`src/rtl/rock_ramp_sequencer_if.sv`:
```
// Target and setpoint bundle shared by the rocking controller (master),
// the ramp sequencer (slave) and the output driver stage.
interface rock_ramp_sequencer_if;
    logic       tgt_valid;
    logic [2:0] tgt_amp;
    logic [2:0] tgt_freq;
    logic [2:0] amp;
    logic [2:0] freq;
    logic       busy;
    logic       settled;
    logic       error;

    modport master (
        output tgt_valid, tgt_amp, tgt_freq,
        input  amp, freq, busy, settled, error
    );

    modport slave (
        input  tgt_valid, tgt_amp, tgt_freq,
        output amp, freq, busy, settled, error
    );
endinterface

```
`src/rtl/rock_ramp_sequencer.sv`:
```
// Walks the live amplitude/frequency setpoints toward the requested target one
// step per STEP_TICKS ticks, changing frequency only while amplitude is low.
module rock_ramp_sequencer #(
    parameter int unsigned STEP_TICKS = 4,
    parameter int unsigned FSW_AMP    = 1,
    parameter int unsigned MAX_LEVEL  = 6
) (
    input  logic                  clk,
    input  logic                  reset,
    input  logic                  tick,
    rock_ramp_sequencer_if.slave  bus
);

    localparam int unsigned   CW       = (STEP_TICKS > 1) ? $clog2(STEP_TICKS) : 1;
    localparam logic [CW-1:0] CNT_LAST = CW'(STEP_TICKS - 1);
    localparam logic [2:0]    FSW_CODE = 3'(FSW_AMP);
    localparam logic [2:0]    MAX_CODE = 3'(MAX_LEVEL);

    typedef enum logic [1:0] {IDLE, DOWN, FSW, ADJ} state_t;

    state_t        state;
    state_t        state_nxt;
    logic [CW-1:0] step_cnt;
    logic [CW-1:0] step_cnt_nxt;
    logic [2:0]    amp_q;
    logic [2:0]    freq_q;
    logic [2:0]    amp_nxt;
    logic [2:0]    freq_nxt;
    logic [2:0]    pend_amp;
    logic [2:0]    pend_freq;
    logic          error_q;
    logic          step;

    function automatic logic [2:0] clamp(input logic [2:0] code);
        return (code > MAX_CODE) ? MAX_CODE : code;
    endfunction

    // A frequency change starts with an amplitude ramp-down unless already low enough.
    function automatic state_t freq_entry(input logic [2:0] a);
        return (a > FSW_CODE) ? DOWN : FSW;
    endfunction

    assign step = (state != IDLE) && tick && (step_cnt == CNT_LAST);

    always_comb begin
        state_nxt = state;
        amp_nxt   = amp_q;
        freq_nxt  = freq_q;
        case (state)
            IDLE: begin
                if (freq_q != pend_freq)
                    state_nxt = freq_entry(amp_q);
                else if (amp_q != pend_amp)
                    state_nxt = ADJ;
            end
            DOWN: begin
                if (freq_q == pend_freq)
                    state_nxt = ADJ;
                else if (amp_q <= FSW_CODE)
                    state_nxt = FSW;
                else if (step)
                    amp_nxt = amp_q - 3'd1;
            end
            FSW: begin
                if (freq_q == pend_freq)
                    state_nxt = ADJ;
                else if (step)
                    freq_nxt = (pend_freq > freq_q) ? freq_q + 3'd1 : freq_q - 3'd1;
            end
            ADJ: begin
                if (freq_q != pend_freq)
                    state_nxt = freq_entry(amp_q);
                else if (amp_q == pend_amp)
                    state_nxt = IDLE;
                else if (step)
                    amp_nxt = (pend_amp > amp_q) ? amp_q + 3'd1 : amp_q - 3'd1;
            end
            default: state_nxt = IDLE;
        endcase

        step_cnt_nxt = step_cnt;
        if ((state == IDLE) || (state_nxt != state) || step)
            step_cnt_nxt = '0;
        else if (tick)
            step_cnt_nxt = step_cnt + CW'(1);
    end

    // Targets are captured in any state; a step on the same edge still sees the old target.
    always_ff @(posedge clk or posedge reset) begin
        if (reset) begin
            state     <= IDLE;
            step_cnt  <= '0;
            amp_q     <= 3'd0;
            freq_q    <= 3'd0;
            pend_amp  <= 3'd0;
            pend_freq <= 3'd0;
            error_q   <= 1'b0;
        end else begin
            state    <= state_nxt;
            step_cnt <= step_cnt_nxt;
            amp_q    <= amp_nxt;
            freq_q   <= freq_nxt;
            if (bus.tgt_valid) begin
                pend_amp  <= clamp(bus.tgt_amp);
                pend_freq <= clamp(bus.tgt_freq);
                error_q   <= (bus.tgt_amp > MAX_CODE) || (bus.tgt_freq > MAX_CODE);
            end
        end
    end

    assign bus.amp     = amp_q;
    assign bus.freq    = freq_q;
    assign bus.busy    = (state != IDLE);
    assign bus.settled = (state == IDLE) && (amp_q == pend_amp) && (freq_q == pend_freq);
    assign bus.error   = error_q;

endmodule

```
`src/flat_wrapper.sv`:
```
// flat-port wrapper written by rule: the top's interface ports become plain ports
module rock_ramp_sequencer_flat 
#(
    parameter int unsigned STEP_TICKS = 4,
    parameter int unsigned FSW_AMP    = 1,
    parameter int unsigned MAX_LEVEL  = 6
)
  (clk, reset, tick, bus_tgt_valid, bus_tgt_amp, bus_tgt_freq, bus_amp, bus_freq, bus_busy, bus_settled, bus_error);
  rock_ramp_sequencer_if bus_i ();
  input  logic clk;
  input  logic reset;
  input  logic tick;
  input wire logic [$bits(bus_i.tgt_valid)-1:0] bus_tgt_valid;
  input wire logic [$bits(bus_i.tgt_amp)-1:0] bus_tgt_amp;
  input wire logic [$bits(bus_i.tgt_freq)-1:0] bus_tgt_freq;
  output wire logic [$bits(bus_i.amp)-1:0] bus_amp;
  output wire logic [$bits(bus_i.freq)-1:0] bus_freq;
  output wire logic [$bits(bus_i.busy)-1:0] bus_busy;
  output wire logic [$bits(bus_i.settled)-1:0] bus_settled;
  output wire logic [$bits(bus_i.error)-1:0] bus_error;
  assign bus_i.tgt_valid = bus_tgt_valid;
  assign bus_i.tgt_amp = bus_tgt_amp;
  assign bus_i.tgt_freq = bus_tgt_freq;
  assign bus_amp = bus_i.amp;
  assign bus_freq = bus_i.freq;
  assign bus_busy = bus_i.busy;
  assign bus_settled = bus_i.settled;
  assign bus_error = bus_i.error;
  rock_ramp_sequencer #(.STEP_TICKS(STEP_TICKS), .FSW_AMP(FSW_AMP), .MAX_LEVEL(MAX_LEVEL)) u_core (.clk(clk), .reset(reset), .tick(tick), .bus(bus_i));
endmodule
```
`config.mk`:
```
export PLATFORM = sky130hd
export DESIGN_NAME = rock_ramp_sequencer_flat
export DESIGN_NICKNAME = d
export VERILOG_FILES = /design/src/rtl/rock_ramp_sequencer_if.sv /design/src/rtl/rock_ramp_sequencer.sv /design/src/flat_wrapper.sv
export SDC_FILE = /design/constraint.sdc
export NUM_CORES = 1
export LEC_CHECK = 0
export ABC_CLOCK_PERIOD_IN_PS = 3700
export CORE_ASPECT_RATIO = 1.2
export CORE_MARGIN = 5
export CORE_UTILIZATION = 33
export DETAILED_ROUTE_END_ITERATION = 10
export PLACE_DENSITY_LB_ADDON = 0.12
export SLEW_MARGIN = 20
export SYNTH_ARGS = -nofsm -noshare
export SYNTH_HDL_FRONTEND = slang
export SYNTH_SLANG_ARGS = --single-unit
```
`constraint.sdc`:
```
create_clock -name clk -period 3.7 [get_ports clk]
set_clock_uncertainty 0.2 [all_clocks]
set_input_delay 1.11 -clock clk [delete_from_list [all_inputs] [get_ports clk]]
set_output_delay 1.11 -clock clk [all_outputs]
set_load 0.01 [all_outputs]
```
==> impl_metrics.py, run 1 <==
metrics = {
    "run_status": {
        "status": "finished clean",
    },
    "routing": {
        "firstDrtPassIters": 4,
        "postRouteWirelength_um": 2460,
        "ant_nets": 0,
        "wl_per_cell_um": 14.6,
        "routed_via_density": 5.46,
        "drtIter0Drc": 22,
        "drcViolationCount": 0,
        "vias": 923,
    },
    "synthesis": {
        "synth-xor-area-share_pct": 3.07,
        "synth_compound_area_share_pct": 15.4,
        "synth_nets": 133,
        "muxShareOfSynthArea_pct": 6.58,
        "synth_top_family_by_area": "simple AND/OR/NAND/NOR gates",
        "yosysWarnings": 0,
        "syn_area_um2": 1140,
        "synthCells": 112,
        "synth-seq-cells": 17,
        "ys_types": 41,
        "synth-simple-area-share_pct": 20.3,
        "syn_area_per_cell_um2": 10.2,
        "seq_area_frac_synth_pct": 37.3,
        "synthAdderAreaFrac_pct": 12.7,
    },
    "sta": {
        "rsz0062_at_grt": "no",
        "setup_viol": 0,
        "whs_ns": 0.336,
        "maxSlewHeadroom_pct": 54.1,
        "fmax_ghz": 0.297,
        "timing.final.crit_share_pct": 91.1,
        "finalMaxSlewViolations": 0,
        "period_minus_slack_ns": 3.37,
        "fin_tns_setup_ns": 0,
        "worst_pin_slew_ns": 0.688,
        "hold_viol": 0,
    },
    "power": {
        "vdd_drop_max_mv": 0.241,
        "power_density_nw_per_um2": 457,
        "leakage_nw": 0.593,
    },
    "setup_path": {
        "crit_arrival_ns": 2.06,
        "end_kind": "output pin",
        "startpoint_type": "flip-flop",
        "crit_type": "flip-flop to output pin",
        "crit_fanout": 6,
        "cp_data_required_time_ns": 2.39,
    },
    "floorplan": {
        "die_h_um": 74.4,
        "dieWidth_um": 63.7,
        "die_area_um2": 4740,
        "ioPinCount": 19,
        "coreArea_um2": 3340,
        "rows": 23,
        "start_util_pct": 34.2,
    },
    "min_path": {
        "hp-class": "flip-flop to flip-flop",
    },
    "cts": {
        "clk_pin_slew_worst_paths_ns": 0.07,
        "cts_buffers": 3,
        "cts.sinks": 17,
        "cts_tree": "yes",
        "root_buffer": "clkbuf_8",
        "htree_levels": 1,
        "post_cts_buffers": 0,
        "clock_latency_ns": 0.25,
        "cts_buffer_depth": 2,
        "cts_resized": 0,
        "cts_hold_repair.buffers": 0,
    },
    "place": {
        "dpl_cell_area_um2": 1360,
        "gp_congestion": 0.696,
        "io_buffers": 18,
        "hpwl_um": 1940,
    },
    "layout": {
        "final_area_um2": 1400,
        "final_nets": 154,
        "drive_gt1_share_pct": 12.9,
        "syn_to_final_growth_pct": 22.7,
        "post-route-util_pct": 41.9,
        "diodes": 0,
    },
    "grt": {
        "grt_pass1_wl_um": 4260,
        "grt_max_degree": 18,
        "grt_antenna_before_repair": 0,
        "track_usage_pct": 11.2,
        "overflow": 0,
        "first_global_vias": 951,
    },
    "job": {
        "cap_violations": 0,
    },
}
[kinds of logic (layout without fill, tap and decap cells)]
logic type,count (synthesis),in the layout
DFF,17,17
AOI/OAI and AO/OA,22,22
adders and majority gates,11,11
buffers and inverters,12,32
and+or+nand+nor,39,39
muxes,7,7
xor gates and xnor gates,4,4
[cells in the mapped netlist]
master | count | share of area (%)
buf_2 | 1 | 0.44
o221a_2 | 1 | 0.99
o2111a_1 | 1 | 0.99
o2bb2ai_1 | 1 | 0.77
or2_2 | 1 | 0.55
a211o_1 | 1 | 0.77
nor4b_1 | 1 | 0.77
o21ai_0 | 5 | 2.2
nor4b_4 | 1 | 2.1
mux2_2 | 4 | 3.9
o211ai_1 | 2 | 1.3
a21oi_1 | 3 | 1.3
a211oi_1 | 1 | 0.66
and3_1 | 1 | 0.55
o21ba_2 | 1 | 0.88
xnor2_1 | 3 | 2.3
nor2b_1 | 2 | 1.1
nand2b_1 | 1 | 0.55
and2_1 | 2 | 1.1
dfrtp_1 | 17 | 37
fa_1 | 1 | 1.8
o2111ai_1 | 2 | 1.5
nand3b_1 | 1 | 0.66
nand2_1 | 6 | 2.0
nand2_2 | 1 | 0.55
nor3_1 | 3 | 1.3
ha_1 | 10 | 11
a2111oi_2 | 2 | 2.6
inv_1 | 9 | 3.0
o31a_1 | 1 | 0.77
mux2i_1 | 3 | 2.6
nor2_1 | 6 | 2.0
clkbuf_1 | 1 | 0.33
nor4_1 | 1 | 0.55
nand3_1 | 8 | 3.5
nand4b_1 | 2 | 1.5
a31oi_1 | 1 | 0.55
xor2_1 | 1 | 0.77
buf_6 | 1 | 0.99
and3_4 | 1 | 0.99
nor2_2 | 1 | 0.55
[stage by stage]
stage               power (mW)  worst slack, ns  instances
floorplan                0.424            0.988        112
global placement         0.491            0.671        165
detailed placement       0.503            0.607        165
CTS                      0.650            0.319        169
global route             0.689            0.187        169
finish                   0.640            0.329        169
[cell usage in the layout (no fill, tap or decap), types with 2 or more instances in the layout]
master,count
nor2b_1,2
and2_1,2
nor2_1,6
nand3_1,8
o211ai_1,2
ha_1,10
dfrtp_1,17
clkdlybuf4s50_1,18
nand4b_1,2
a2111oi_2,2
o21ai_0,5
xnor2_1,3
a21oi_1,3
clkbuf_8,3
inv_1,9
o2111ai_1,2
nand2_1,6
mux2_2,4
mux2i_1,3
nor3_1,3
[state kept, by name, summed over array words and instances, names as in the netlist]
| name | count |
|---|---|
| u_core.step_cnt | 2 |
| u_core.bus.error | 1 |
| u_core.pend_freq | 3 |
| u_core.state | 2 |
| u_core.bus.amp | 3 |
| u_core.bus.freq | 3 |
| u_core.pend_amp | 3 |
[critical path, stage by stage, from the launching register on]
cell	delay [ns]
dfrtp_1	0.39
inv_1	0.11
ha_1	0.34
nand3_1	0.16
nor3_1	0.23
clkdlybuf4s50_1	0.57
[area by class of cell]
cell class	instances	area [µm²]
multi-input cells	83	662
fillers	346	1940
repair buffers	19	188
inverters	9	33.8
well taps	37	46.3
clock buffers	4	45.0
flip-flops and latches	17	425
[path summary, 6_finish.rpt]
| kind | from | endpoint | slack (ns) | cells after the start |
|---|---|---|---|---|
| max in group asynchronous | reset | u_core.step_cnt[0]$_DFFE_PP0P_ | 1.81 | 2 |
| min in group asynchronous | reset | u_core.pend_freq[0]$_DFFE_PP0P_ | 1.06 | 2 |
| setup / recovery | u_core.bus.amp[2]$_DFFE_PP0P_ | bus_settled | 0.33 | 5 |
| setup reg to reg | u_core.bus.freq[1]$_DFFE_PP0P_ | u_core.bus.freq[2]$_DFFE_PP0P_ | 1.20 | 10 |
| hold reg to reg | u_core.pend_amp[1]$_DFFE_PP0P_ | u_core.pend_amp[1]$_DFFE_PP0P_ | 0.34 | 1 |
| hold / removal | u_core.pend_amp[1]$_DFFE_PP0P_ | u_core.pend_amp[1]$_DFFE_PP0P_ | 0.34 | 1 |
[per-layer routing]
layer	GRT usage [%]	vias to the layer above	wire, µm
met5	0	-	0
met4	4.85	0	48
met3	2.72	5	112
met2	20.5	16	1270
met1	12.3	454	1030
li1	-	448	-
[power breakdown]
| group | internal (mW) | leakage (nW) | switching (mW) |
|---|---|---|---|
| Sequential | 0.217 | 0.194 | 0.0331 |
| Combinational | 0.126 | 0.375 | 0.120 |
| Clock | 0.0766 | 0.0228 | 0.0673 |
| Total | 0.419 | 0.593 | 0.221 |
(Power assumes the default switching activity.)
==> inputs of run 2 (changes only) <==
--- a/config.mk
+++ b/config.mk
@@ -10,7 +10,8 @@
 export CORE_MARGIN = 5
 export CORE_UTILIZATION = 33
 export DETAILED_ROUTE_END_ITERATION = 10
-export PLACE_DENSITY_LB_ADDON = 0.12
+export PLACE_DENSITY = 0.55
+export SETUP_SLACK_MARGIN = 0.2
 export SLEW_MARGIN = 20
 export SYNTH_ARGS = -nofsm -noshare
 export SYNTH_HDL_FRONTEND = slang
==> run 2 against run 1 <==
Routed wire length fell by 7.6%. Die area did not move. Clock power barely moved. Global-route usage fell by 0.30 points. Critical path depth did not move. Count of clock-buffer cells in the layout fell by 1. Worst setup slack improved by 0.064 ns. Cell count did not move. Critical endpoint unchanged.
==> impl_metrics.py, run 2 (same netlist as run 1, synthesis figures left out) <==
metrics = {
    "setup_path": {
        "rr_worst_depth": 10,
        "end_kind": "output pin",
        "crit_type": "flip-flop to output pin",
        "rr_endpoint": "u_core.bus.freq[2]$_DFFE_PP0P_",
        "endpoint": "bus_settled",
        "r2r-start": "u_core.bus.freq[1]$_DFFE_PP0P_",
        "crit_start": "u_core.bus.amp[2]$_DFFE_PP0P_",
        "startpoint_type": "flip-flop",
        "rrSetupSlack_ns": 1.25,
        "cp_data_required_time_ns": 2.39,
        "crit_arrival_ns": 2.00,
        "crit_fanout": 6,
    },
    "power": {
        "combPwrFrac_pct": 38.3,
        "p_seq_share_pct": 39.1,
        "total_power_mw": 0.639,
        "internal_power_mw": 0.418,
        "vdd_drop_max_mv": 0.294,
        "clkPwrFrac_pct": 22.6,
        "switchingPower_mw": 0.221,
        "leakage_nw": 0.595,
        "power_density_nw_per_um2": 456,
        "swShare_pct": 34.6,
    },
    "run_status": {
        "status": "finished clean",
    },
    "sta": {
        "finalMaxSlewViolations": 0,
        "fmax_ghz": 0.302,
        "fin_tns_setup_ns": 0,
        "hold_viol": 0,
        "timing.final.crit_share_pct": 89.4,
        "maxSlewHeadroom_pct": 55.8,
        "setup_viol": 0,
        "rsz0062_at_grt": "no",
        "period_minus_slack_ns": 3.31,
        "worst_pin_slew_ns": 0.662,
    },
    "place": {
        "dpl_cell_area_um2": 1360,
        "gp_congestion": 0.735,
        "hpwl_um": 1840,
        "io_buffers": 18,
    },
    "cts": {
        "root_buffer": "clkbuf_8",
        "clk_pin_slew_worst_paths_ns": 0.07,
        "clock_latency_ns": 0.26,
        "cts_buffer_depth": 2,
        "cts.sinks": 17,
        "cts_hold_repair.buffers": 0,
        "cts_tree": "yes",
        "cts_buffers": 3,
        "post_cts_buffers": 0,
        "htree_levels": 1,
        "cts_resized": 0,
    },
    "routing": {
        "vias": 896,
        "drcViolationCount": 0,
        "drtIter0Drc": 9,
        "postRouteWirelength_um": 2270,
        "wl_per_cell_um": 13.4,
        "ant_nets": 0,
        "firstDrtPassIters": 4,
        "routed_via_density": 5.30,
    },
    "layout": {
        "final_nets": 154,
        "layout_commonest_cell": "clkdlybuf4s50_1",
        "drive_gt1_share_pct": 13.6,
        "seq_area_um2": 425,
        "diodes": 0,
        "fillers": 359,
        "multi_input_area_um2": 662,
        "final_area_um2": 1400,
        "final_cell_mix": "clkdlybuf4s50_1 (18), dfrtp_1 (17), ha_1 (10)",
        "syn_to_final_growth_pct": 22.8,
    },
    "floorplan": {
        "die_area_um2": 4740,
        "rows": 23,
        "coreArea_um2": 3340,
        "dieWidth_um": 63.7,
        "die_h_um": 74.4,
        "ioPinCount": 19,
        "start_util_pct": 34.2,
    },
    "grt": {
        "grt_pass1_wl_um": 4050,
        "first_global_vias": 983,
        "grt_antenna_before_repair": 0,
        "overflow": 0,
        "grt_max_degree": 18,
        "track_usage_pct": 10.9,
    },
    "min_path": {
        "hp-class": "flip-flop to flip-flop",
    },
    "job": {
        "cap_violations": 0,
    },
}
[run 2: cell count changes in the layout (fill, tap and decap cells not counted), sizes merged]
cell    before  now
clkinv       0    1
clkbuf       4    3
[run 2: critical path, cell delays in order, from the launching register on]
cell and delay (ns):
dfrtp_1 0.38, inv_1 0.11, ha_1 0.34, nand3_1 0.15, nor3_1 0.19, clkdlybuf4s50_1 0.57
[run 2: per-stage QoR]
step	utilization, %	cells	worst slack, ns	hold slack [ns]
after floorplan	-	112	0.988	0.285
after global placement	40.6	165	0.683	0.301
after detailed placement	40.6	165	0.667	0.306
after CTS	42.0	169	0.364	0.323
after global routing	42.0	169	0.253	0.344
final	42.0	169	0.393	0.318
[run 2: routing by layer]
layer	part of all wire, %	vias to the layer above	GRT usage (%)
li1	-	449	-
met1	44	425	12.0
met2	49	17	19.5
met3	3.8	5	2.27
met4	2.5	0	6.24
met5	0	-	0
[run 2: layout make-up]
| type | count | area share (%) |
|---|---|---|
| Inverter | 9 | 2.41 |
| Clock buffer | 3 | 2.95 |
| Multi-Input combinational cell | 83 | 47.2 |
| Tap cell | 37 | 3.30 |
| Timing Repair Buffer | 19 | 13.4 |
| Sequential cell | 17 | 30.4 |
| Clock inverter | 1 | 0.357 |
[run 2: how the worst min path moves through the flow]
stage,endpoint,slack (ns),cells after the start,startpoint
finish,u_core.pend_freq[1]$_DFFE_PP0P_,0.32,1,u_core.pend_freq[1]$_DFFE_PP0P_
global route,u_core.pend_freq[1]$_DFFE_PP0P_,0.34,1,u_core.pend_freq[1]$_DFFE_PP0P_
CTS,u_core.pend_freq[1]$_DFFE_PP0P_,0.32,1,u_core.pend_freq[1]$_DFFE_PP0P_
detailed placement,u_core.pend_freq[1]$_DFFE_PP0P_,0.31,1,u_core.pend_freq[1]$_DFFE_PP0P_
global placement,u_core.pend_freq[2]$_DFFE_PP0P_,0.30,1,u_core.pend_freq[2]$_DFFE_PP0P_
floorplan,u_core.pend_amp[1]$_DFFE_PP0P_,0.28,1,u_core.pend_amp[1]$_DFFE_PP0P_
[run 2: power by group through the flow]
stage | clock network, mW | registers [mW] | logic [mW]
floorplan | 0 | 0.250 | 0.174
detailed placement | 0 | 0.254 | 0.248
global placement | 0 | 0.252 | 0.239
global route | 0.155 | 0.257 | 0.278
CTS | 0.148 | 0.251 | 0.250
finish | 0.144 | 0.250 | 0.245
==> inputs of run 3 (changes only) <==
--- a/config.mk
+++ b/config.mk
@@ -10,7 +10,9 @@
 export CORE_MARGIN = 5
 export CORE_UTILIZATION = 33
 export DETAILED_ROUTE_END_ITERATION = 10
-export PLACE_DENSITY = 0.55
+export DONT_BUFFER_PORTS = 1
+export GPL_TIMING_DRIVEN = 0
+export PLACE_DENSITY = 0.48
 export SETUP_SLACK_MARGIN = 0.2
 export SLEW_MARGIN = 20
 export SYNTH_ARGS = -nofsm -noshare
==> run 3 against run 2 <==
Design area decreased by 12%. Routed wire length decreased by 0.44%. Sequential share of layout area increased by 4.2 points. Sequential power about the same. Register-to-register slack got worse by 0.18 ns. Worst setup slack improved by 0.096 ns. Core utilization decreased by 5.1 points. Cell count decreased by 9.5%. Total power decreased by 5.7%. Critical path type unchanged. Largest power group unchanged.
==> impl_metrics.py, run 3 (same netlist as run 1, synthesis figures left out) <==
metrics = {
    "sta": {
        "rsz0062_at_grt": "no",
        "maxSlewHeadroom_pct": 56.0,
        "period_minus_slack_ns": 3.21,
        "timing.final.crit_share_pct": 86.8,
        "setup_viol": 0,
        "worst_pin_slew_ns": 0.659,
        "fin_tns_setup_ns": 0,
        "fmax_ghz": 0.311,
        "hold_viol": 0,
        "finalMaxSlewViolations": 0,
    },
    "power": {
        "switchingPower_mw": 0.211,
        "p_seq_share_pct": 42.0,
        "vdd_drop_max_mv": 0.303,
        "swShare_pct": 35.0,
        "combPwrFrac_pct": 35.0,
        "leakage_nw": 0.529,
        "power_density_nw_per_um2": 489,
        "clkPwrFrac_pct": 23.0,
        "internal_power_mw": 0.392,
    },
    "min_path": {
        "hold-path-endpoint": "u_core.pend_amp[1]$_DFFE_PP0P_",
        "min_from": "u_core.pend_amp[1]$_DFFE_PP0P_",
        "hp-class": "flip-flop to flip-flop",
        "min_path_cells": 1,
    },
    "run_status": {
        "status": "finished clean",
    },
    "floorplan": {
        "coreArea_um2": 3340,
        "die_h_um": 74.4,
        "die_area_um2": 4740,
        "rows": 23,
        "start_util_pct": 34.2,
        "dieWidth_um": 63.7,
        "ioPinCount": 19,
    },
    "layout": {
        "diodes": 0,
        "drive_gt1_share_pct": 15.5,
        "instances_no_fill": 153,
        "final_cell_mix": "dfrtp_1 (17), ha_1 (10), inv_1 (9)",
        "layout_commonest_cell": "dfrtp_1",
        "fillers": 357,
        "syn_to_final_growth_pct": 8.00,
        "final_nets": 138,
    },
    "setup_path": {
        "crit_fanout": 8,
        "crit_arrival_ns": 1.90,
        "end_kind": "output pin",
        "crit_type": "flip-flop to output pin",
        "rrSetupSlack_ns": 1.07,
        "startpoint_type": "flip-flop",
        "r2r-start": "u_core.bus.freq[2]$_DFFE_PP0P_",
        "rr_worst_depth": 8,
        "rr_endpoint": "u_core.bus.freq[2]$_DFFE_PP0P_",
        "cp_data_required_time_ns": 2.39,
    },
    "grt": {
        "grt_antenna_before_repair": 0,
        "grt_util_met2_pct": 17.4,
        "overflow": 0,
        "grt_max_degree": 18,
        "grt_pass1_wl_um": 3840,
        "groute.layer.met1.usage_pct": 12.0,
        "first_global_vias": 852,
        "grt_use_met3_pct": 3.32,
        "track_usage_pct": 10.1,
        "grt.busiest_layer": "met2",
    },
    "cts": {
        "clock_latency_ns": 0.25,
        "root_buffer": "clkbuf_8",
        "cts_buffers": 3,
        "post_cts_buffers": 0,
        "cts_buffer_depth": 2,
        "cts_tree": "yes",
        "cts_resized": 0,
        "cts.sinks": 17,
        "htree_levels": 1,
        "cts_hold_repair.buffers": 0,
        "clk_pin_slew_worst_paths_ns": 0.07,
    },
    "routing": {
        "vias": 827,
        "ant_nets": 0,
        "postRouteWirelength_um": 2260,
        "drcViolationCount": 0,
        "drtIter0Drc": 19,
        "routed_via_density": 5.41,
        "firstDrtPassIters": 4,
        "wl_per_cell_um": 14.8,
    },
    "place": {
        "io_buffers": 0,
        "hpwl_um": 1810,
        "gp_congestion": 0.715,
        "dp.cells": 149,
    },
    "job": {
        "cap_violations": 0,
    },
}
## run 3: changes by cell type in the layout (fill, tap and decap cells not counted)
cell             previous run  this run
buf_4                       1         0
clkinv_2                    1         0
buf_6                       0         1
buf_2                       0         1
clkbuf_1                    0         2
clkdlybuf4s50_1            18         0
## run 3: final cells by class
| class | instances | area, µm² | share of cell area [%] |
|---|---|---|---|
| Buffer | 3 | 20.0 | 1.62 |
| Clock buffer | 4 | 45.0 | 3.65 |
| Inverter | 9 | 33.8 | 2.74 |
| Multi-Input combinational cell | 83 | 662 | 53.7 |
| Sequential cell | 17 | 425 | 34.5 |
| Tap cell | 37 | 46.3 | 3.76 |
## run 3: worst max-delay path: stages, from the launching register on
cell     delay [ns]
dfrtp_1        0.45
inv_1          0.11
ha_1           0.32
nand3_1        0.32
nor3_1         0.46
## run 3: power by group through the flow
| stage | clock (mW) | combinational (mW) | sequential [mW] |
|---|---|---|---|
| after floorplan | 0 | 0.174 | 0.250 |
| after global placement | 0 | 0.202 | 0.258 |
| after detailed placement | 0 | 0.211 | 0.258 |
| after CTS | 0.144 | 0.214 | 0.255 |
| after global routing | 0.155 | 0.240 | 0.260 |
| final | 0.139 | 0.211 | 0.253 |
## run 3: how the worst max path moves through the flow
stage                                               from          end  depth (start not counted)
final                     u_core.bus.freq[2]$_DFFE_PP0P_  bus_settled                          4
after global routing      u_core.bus.freq[2]$_DFFE_PP0P_  bus_settled                          4
after CTS                 u_core.bus.freq[2]$_DFFE_PP0P_  bus_settled                          4
after detailed placement  u_core.bus.freq[2]$_DFFE_PP0P_  bus_settled                          4
after global placement    u_core.bus.freq[2]$_DFFE_PP0P_  bus_settled                          4
after floorplan           u_core.bus.freq[2]$_DFFE_PP0P_  bus_settled                          4
## run 3: routing by layer
| layer | routed length, µm | up-vias |
|---|---|---|
| met5 | 0 | - |
| met4 | 10 | 0 |
| met3 | 119 | 2 |
| met2 | 1100 | 12 |
| met1 | 1040 | 395 |
| li1 | - | 418 |
## run 3: stage by stage
step                cell area [µm²]  total power [mW]  worst slack (ns)  util, %  hold slack, ns
floorplan                      1140             0.424             0.988        -           0.285
global placement               1190             0.459             0.764     35.6           0.304
detailed placement             1190             0.469             0.741     35.6           0.311
CTS                            1230             0.614             0.464     36.9           0.327
global route                   1230             0.655             0.291     36.9           0.341
finish                         1230             0.603             0.489     36.9           0.318
